--- src/rtl/uart_ss_rx_ctrl.sv ---
// UART receive controller: start-bit detect, mid-bit sampling, LSB-first frame assembly,
// stop-bit check and a valid/ready output stage with frame-error and overrun pulses.
module uart_ss_rx_ctrl #(
  parameter int unsigned CLKS_PER_BIT = 16,
  parameter int unsigned DATA_BITS    = 8
) (
  input  logic                 i_clk,
  input  logic                 i_rst_n,
  input  logic                 i_rx,
  output logic [DATA_BITS-1:0] o_data,
  output logic                 o_valid,
  input  logic                 i_ready,
  output logic                 o_busy,
  output logic                 o_frame_err,
  output logic                 o_overrun
);

  localparam int unsigned CW = $clog2(CLKS_PER_BIT);
  localparam int unsigned IW = $clog2(DATA_BITS);

  localparam logic [CW-1:0] CntHalf = CW'(CLKS_PER_BIT / 2 - 1);
  localparam logic [CW-1:0] CntFull = CW'(CLKS_PER_BIT - 1);
  localparam logic [IW-1:0] IdxLast = IW'(DATA_BITS - 1);

  localparam logic [1:0] StIdle  = 2'd0;
  localparam logic [1:0] StStart = 2'd1;
  localparam logic [1:0] StData  = 2'd2;
  localparam logic [1:0] StStop  = 2'd3;

  logic                 rx_meta_q, rx_s_q, rx_d_q;
  logic                 fall;
  logic [1:0]           state_q, state_d;
  logic [CW-1:0]        cnt_q, cnt_d;
  logic [IW-1:0]        idx_q, idx_d;
  logic [DATA_BITS-1:0] shift_q, shift_d;
  logic [DATA_BITS-1:0] data_q, data_d;
  logic                 valid_q, valid_d;
  logic                 ferr_q, ferr_d;
  logic                 ovr_q, ovr_d;
  logic                 busy_q;

  // Only a fresh high-to-low transition of the synchronised line arms a frame.
  assign fall = rx_d_q & ~rx_s_q;

  always_comb begin
    state_d = state_q;
    cnt_d   = cnt_q;
    idx_d   = idx_q;
    shift_d = shift_q;
    data_d  = data_q;
    valid_d = valid_q;
    ferr_d  = 1'b0;
    ovr_d   = 1'b0;

    if (valid_q && i_ready) valid_d = 1'b0;

    case (state_q)
      StIdle: begin
        if (fall) begin
          cnt_d   = '0;
          state_d = StStart;
        end
      end
      StStart: begin
        if (cnt_q == CntHalf) begin
          if (!rx_s_q) begin
            cnt_d   = '0;
            idx_d   = '0;
            state_d = StData;
          end else begin
            state_d = StIdle;
          end
        end else begin
          cnt_d = cnt_q + 1'b1;
        end
      end
      StData: begin
        if (cnt_q == CntFull) begin
          shift_d = {rx_s_q, shift_q[DATA_BITS-1:1]};
          cnt_d   = '0;
          idx_d   = idx_q + 1'b1;
          if (idx_q == IdxLast) state_d = StStop;
        end else begin
          cnt_d = cnt_q + 1'b1;
        end
      end
      StStop: begin
        if (cnt_q == CntFull) begin
          cnt_d   = '0;
          state_d = StIdle;
          if (rx_s_q) begin
            // A word still pending and not taken this cycle wins over the new one.
            if (!valid_q || i_ready) begin
              data_d  = shift_q;
              valid_d = 1'b1;
            end else begin
              ovr_d = 1'b1;
            end
          end else begin
            ferr_d = 1'b1;
          end
        end else begin
          cnt_d = cnt_q + 1'b1;
        end
      end
      default: state_d = StIdle;
    endcase
  end

  always_ff @(posedge i_clk or negedge i_rst_n) begin
    if (!i_rst_n) begin
      rx_meta_q <= 1'b1;
      rx_s_q    <= 1'b1;
      rx_d_q    <= 1'b1;
      state_q   <= StIdle;
      cnt_q     <= '0;
      idx_q     <= '0;
      shift_q   <= '0;
      data_q    <= '0;
      valid_q   <= 1'b0;
      ferr_q    <= 1'b0;
      ovr_q     <= 1'b0;
      busy_q    <= 1'b0;
    end else begin
      rx_meta_q <= i_rx;
      rx_s_q    <= rx_meta_q;
      rx_d_q    <= rx_s_q;
      state_q   <= state_d;
      cnt_q     <= cnt_d;
      idx_q     <= idx_d;
      shift_q   <= shift_d;
      data_q    <= data_d;
      valid_q   <= valid_d;
      ferr_q    <= ferr_d;
      ovr_q     <= ovr_d;
      busy_q    <= (state_d != StIdle);
    end
  end

  assign o_data      = data_q;
  assign o_valid     = valid_q;
  assign o_busy      = busy_q;
  assign o_frame_err = ferr_q;
  assign o_overrun   = ovr_q;

endmodule

--- config.mk ---
export PLATFORM = sky130hd
export DESIGN_NAME = uart_ss_rx_ctrl
export DESIGN_NICKNAME = d
export VERILOG_FILES = /design/src/rtl/uart_ss_rx_ctrl.sv
export SDC_FILE = /design/constraint.sdc
export NUM_CORES = 1
export LEC_CHECK = 0
export BUFFER_PORTS_ARGS = -buffer_cell sky130_fd_sc_hd__buf_2
export CORE_AREA = 2 2 72 74
export CTS_CLUSTER_DIAMETER = 50
export DETAILED_ROUTE_END_ITERATION = 7
export DIE_AREA = 0 0 74 76
export GPL_TIMING_DRIVEN = 0
export PLACE_DENSITY = 0.45
export SKIP_CTS_REPAIR_TIMING = 1
export SLEW_MARGIN = 20
export SYNTH_ARGS = -nofsm -noshare
export SYNTH_HDL_FRONTEND = slang
export SYNTH_SLANG_ARGS = --single-unit
--- constraint.sdc ---
create_clock -name i_clk -period 2.6 [get_ports i_clk]
set_input_delay 0.78 -clock i_clk [delete_from_list [all_inputs] [get_ports i_clk]]
set_output_delay 0.78 -clock i_clk [all_outputs]
set_load 0.05 [all_outputs]
[Word level (Yosys, flattened, before mapping)]
Cells that the tools add are included.
Storage, ports and cells
  bits in registers: 32
  output and inout port bits: 12
Operators by class
  add/subtract/negate cells: 2
  equality and inequality tests: 11
  mux-type cells: 28
  bitwise logic cells: 2
  reductions and logical operators: 11
Operator list (count)
  4-bit two-way mux: 4
  1-bit two-way mux: 12
  2-bit two-way mux: 6
  4-bit case mux with 3 select lines: 1
  3-bit two-way mux: 3
  2-bit != test (second input constant): 4
  2-bit case mux with 4 select lines: 1
  4-bit AND reduction: 2
  3-bit case mux with 2 select lines: 1
  4-bit by 1-bit adder with 4-bit output (second input constant): 1
  2-bit == test (second input constant): 2
  4-bit by 3-bit == test with 1-bit output (second input constant): 1
  4-bit == test (second input constant): 1
  2-bit AND reduction: 2
  2-bit nonzero test: 2
  3-bit by 1-bit adder with 3-bit output (second input constant): 1
  3-bit == test (second input constant): 1
  3-bit != test (second input constant): 1
  2-bit by 1-bit == test with 1-bit output (second input constant): 1
  2-bit logical NOT: 1
  2-bit OR reduction: 1
  1-bit bitwise AND: 1
  1-bit logical AND: 1
  1-bit logical NOT: 1
  2 further kinds: 2

[Depth between registers and ports, before layout]
  word-level depth: 6
  gate-level depth with buffers: 5
  gate-level depth less buffers: 4

[Worst setup path before layout]
Ideal clock, no wire load.
  path kind: input-to-reg
  start point: input port i_ready
  end point: register data_q[0] (netlist: o_data[0])
  arrival: 1.606 ns
  setup slack: 0.869 ns
  stages: 3
  cell sequence: nand2b_1 nor3b_4 mux2_2
Between the ends
  cells in the longest elaborated chain, start to end: 2
RTL lines
  start: declaration: RTL line 12  | input logic i_ready,
  1-bit logical OR: RTL line 93  | if (!valid_q || i_ready) begin
  4-bit AND reduction (no line)
  end signal: assignment: RTL line 132  | data_q <= data_d;
  end: declaration: RTL line 36  | logic [DATA_BITS-1:0] data_q, data_d;
Every way passes these cells.
A chain may end at the register's enable or synchronous reset.

[Worst setup path after layout]
  start point: register cnt_q[0]
  end point: register data_q[4] (netlist: o_data[4])
Between the ends
  cells in the longest elaborated chain, start to end: 2
RTL lines
  start: declaration: RTL line 33  | logic [CW-1:0] cnt_q, cnt_d;
  start signal: assignment: RTL line 129  | cnt_q <= cnt_d;
  4-bit == test: RTL line 88  | if (cnt_q == CntFull) begin
  4-bit AND reduction (no line)
Every way passes these cells.

==> results.md <==
* Synth Area in Simple Gates at 13.4%
* Combinational share of power at 29.6%
* Crit path max-delay family: simple AND/OR/NAND/NOR gates
* Clock Power Share at 27.5%
* GP Congestion at 0.727
* DR vias at 894
* Clk slew on worst S/H paths at 0.06 ns
* Endpoint type of the worst setup path: register
* DR WL/cell at 12.7 um
* Core area at 4910 sq um
* Tcrit/Tclk final at 69.2%
* Fin. Hold Viols at 0
* Utilization of the core after routing at 34.1%
* Netlist cell types at 38
* Skew-Pair Late Insertion Delay at 0.28 ns
* Peak supply drop at 291 uV
* CP Data Arrival Time at 1.97 ns
* Sw power at 481 uW
* Number of synthesized flops with an enable pin at 0
* RSZ-0062 raised after global routing: false
* Synth warnings at 0
* Top-area cell type share of the netlist area at 51.2%
* Net count, final at 135
* Num ports at 16
* R2R Setup Slk at 0.80 ns
* Buf/Inv on CP at 0
* Area occupied by multi-input gates at 566 sq um
* Most frequent cells in the layout: 29 x dfrtp_1, 17 x buf_2, 17 x mux2_2
* Cell count after synthesis at 106
* CTS Buffer Depth at 2
* Gr ovfl total at 0
* H-tree depth at 2
* DRC at 0
* Ant diodes at 0
* Actual slew at the worst max-slew pin at 0.733 ns
* First drt pass iteration count at 4
* Mux contribution to synthesized area at 16.4%
* Combinational family with the most area after synthesis: multiplexers
* DIE AREA at 5620 sq um
* Routed Antenna Nets at 0
* TritonCTS clock tree: done
* Clk_skew at 0.00519 ns
* Most used DFF post-synth: dfrtp_1
* Most common cell after layout, fill and taps aside: dfrtp_1
* Int Power at 962 uW
* DR iter-0 viols at 59
* CP max stage delay at 0.48 ns
* Avg Synthesized Cell Area at 13.4 sq um
* Vias per cell at 4.49
* Max cap viols at 0
* WP data required at 2.77 ns
* Post-Synth XOR/XNOR Area at 0.618%
* Area Growth Syn to Fin at 18.1%
* Register area share after synthesis at 56.8%
* Final min period at 1.80 ns
* Fmax at 556 MHz
* CTS Buf Count at 5
* Sw frac at 33.3%
* #FFs+latches synth at 32
* Post-Synthesis Net Count at 113
* First-pass GRT wire length at 4440 um
* WS Path Type: reg2reg
* Worst Hold Class: reg2reg
* WL final at 2530 um
* Layout Cells excl Fill at 199
* Clock sink count at 32
* Final setup TNS at 0 ns
* Largest area contributor in the netlist: dfrtp_1
* Fillers at 502
* PwrDens at 862 nW/um^2
* Post-Synth Adder-Cell Area at 2.65%
* Max-slew headroom at 51.1%
* Number of I/O port buffers at 15
* FF/Latch Area at 805 sq um
* Largest net degree at the start of global routing at 33
* Initial antenna violation count at 0
* Status: finished, final reports clean
* DPL Wire Length at 1770 um
* DP Cell Count at 191
* Chip width at 74 um
* Slowest cell on crit path: nor3b_4
* Crit-path cells: ha_1 -> nand3_2 -> nor3b_4 -> mux2_2
* Total GRT Usage at 10.5%
* Final setup fails at 0
* Max-slew violations at 0
* Cell Area, Synth at 1420 sq um
* Number of global-route vias before repair at 932
* Starting density of the core at 28.9%
* Complex-gate fraction of the synthesized area at 6.80%
* Startpoint Class: register
* Seq pwr share at 42.9%
* Fraction of registers with async set/reset at 100%
* CP Max Fanout at 8
* Fraction of layout cells with a size suffix above 1 at 38.8%
* Leakage power figure at 0.791 nW
* Die H at 76 um
* Row cnt at 26
* Cell chosen for the clock root: clkbuf_8
* Ranking of synthesized cells by area: dfrtp_1 51%, mux2_2 14%, dfstp_2 5.6%, ha_1 2.6%, mux2i_1 2.1%
worst paths after layout:
kind	from	end	cells past startpoint
setup / recovery	cnt_q[0]$_DFFE_PN0P_	o_data[4]$_DFFE_PN0P_	4
setup reg to reg	cnt_q[0]$_DFFE_PN0P_	o_data[4]$_DFFE_PN0P_	4
hold / removal	rx_meta_q$_DFF_PN1_	rx_s_q$_DFF_PN1_	0
hold reg to reg	rx_meta_q$_DFF_PN1_	rx_s_q$_DFF_PN1_	0
min in group asynchronous	i_rst_n	cnt_q[1]$_DFFE_PN0P_	1
max in group asynchronous	i_rst_n	o_data[3]$_DFFE_PN0P_	1
worst reg2reg max path: stages, from the launching register on:
cell,delay [ns]
dfrtp_1,0.38
ha_1,0.26
nand3_2,0.17
nor3b_4,0.48
mux2_2,0.39
cell type report:
class | count | share of cell area [%]
sequential | 32 | 48.1
clock inverter | 1 | 0.448
multi-input combinational | 66 | 33.8
clock buffer | 7 | 5.16
buffer | 4 | 1.94
tap | 70 | 5.23
timing repair buffer | 15 | 4.48
inverter | 4 | 0.897
cells in the mapped netlist (all sizes together) (3+ instances only):
cell,number
mux2,18
nand3,4
nand2,4
buf,4
a21oi,3
ha,3
o21ai,3
nor3,3
dfstp,3
inv,4
mux2i,3
dfrtp,29
power groups by stage:
stage	clock (mW)	sequential (mW)	combinational [mW]
after floorplan	0	0.638	0.321
after global placement	0	0.629	0.421
after detailed placement	0	0.630	0.430
after CTS	0.413	0.620	0.432
after global routing	0.444	0.629	0.477
final	0.397	0.618	0.427
sequential cells by signal, summed over array words and instances, names as in the netlist:
| signal | count |
|---|---|
| o_overrun | 1 |
| shift_q | 8 |
| state_q | 2 |
| rx_d_q | 1 |
| rx_meta_q | 1 |
| o_data | 8 |
| o_frame_err | 1 |
| rx_s_q | 1 |
| idx_q | 3 |
| o_busy | 1 |
| cnt_q | 4 |
| o_valid | 1 |
routing by layer:
metal	track usage, %	vias up	wire, um
met4	4.18	0	55
met3	4.63	7	130
met2	14.8	18	1100
li1	-	422	-
met1	13.9	447	1240
met5	0	-	0
through the flow:
stage	hold WS, ns	total power [mW]	area [sq um]	setup WS [ns]
2_1_floorplan	0.345	0.959	1420	0.869
3_3_place_gp	0.348	1.05	1580	0.651
3_5_place_dp	0.347	1.06	1580	0.617
4_1_cts	0.357	1.47	1670	0.780
5_1_grt	0.360	1.55	1670	0.674
6_report	0.356	1.44	1670	0.800
logic make-up after synthesis:
logic type,count (synthesis)
buffers and inverters,8
AO/OA/AOI/OAI,14
adder cells (fa/ha/maj),3
multiplexers,21
flip-flops,32
XOR/XNOR,1
AND/OR/NAND/NOR,27
(Power assumes the default switching activity.)
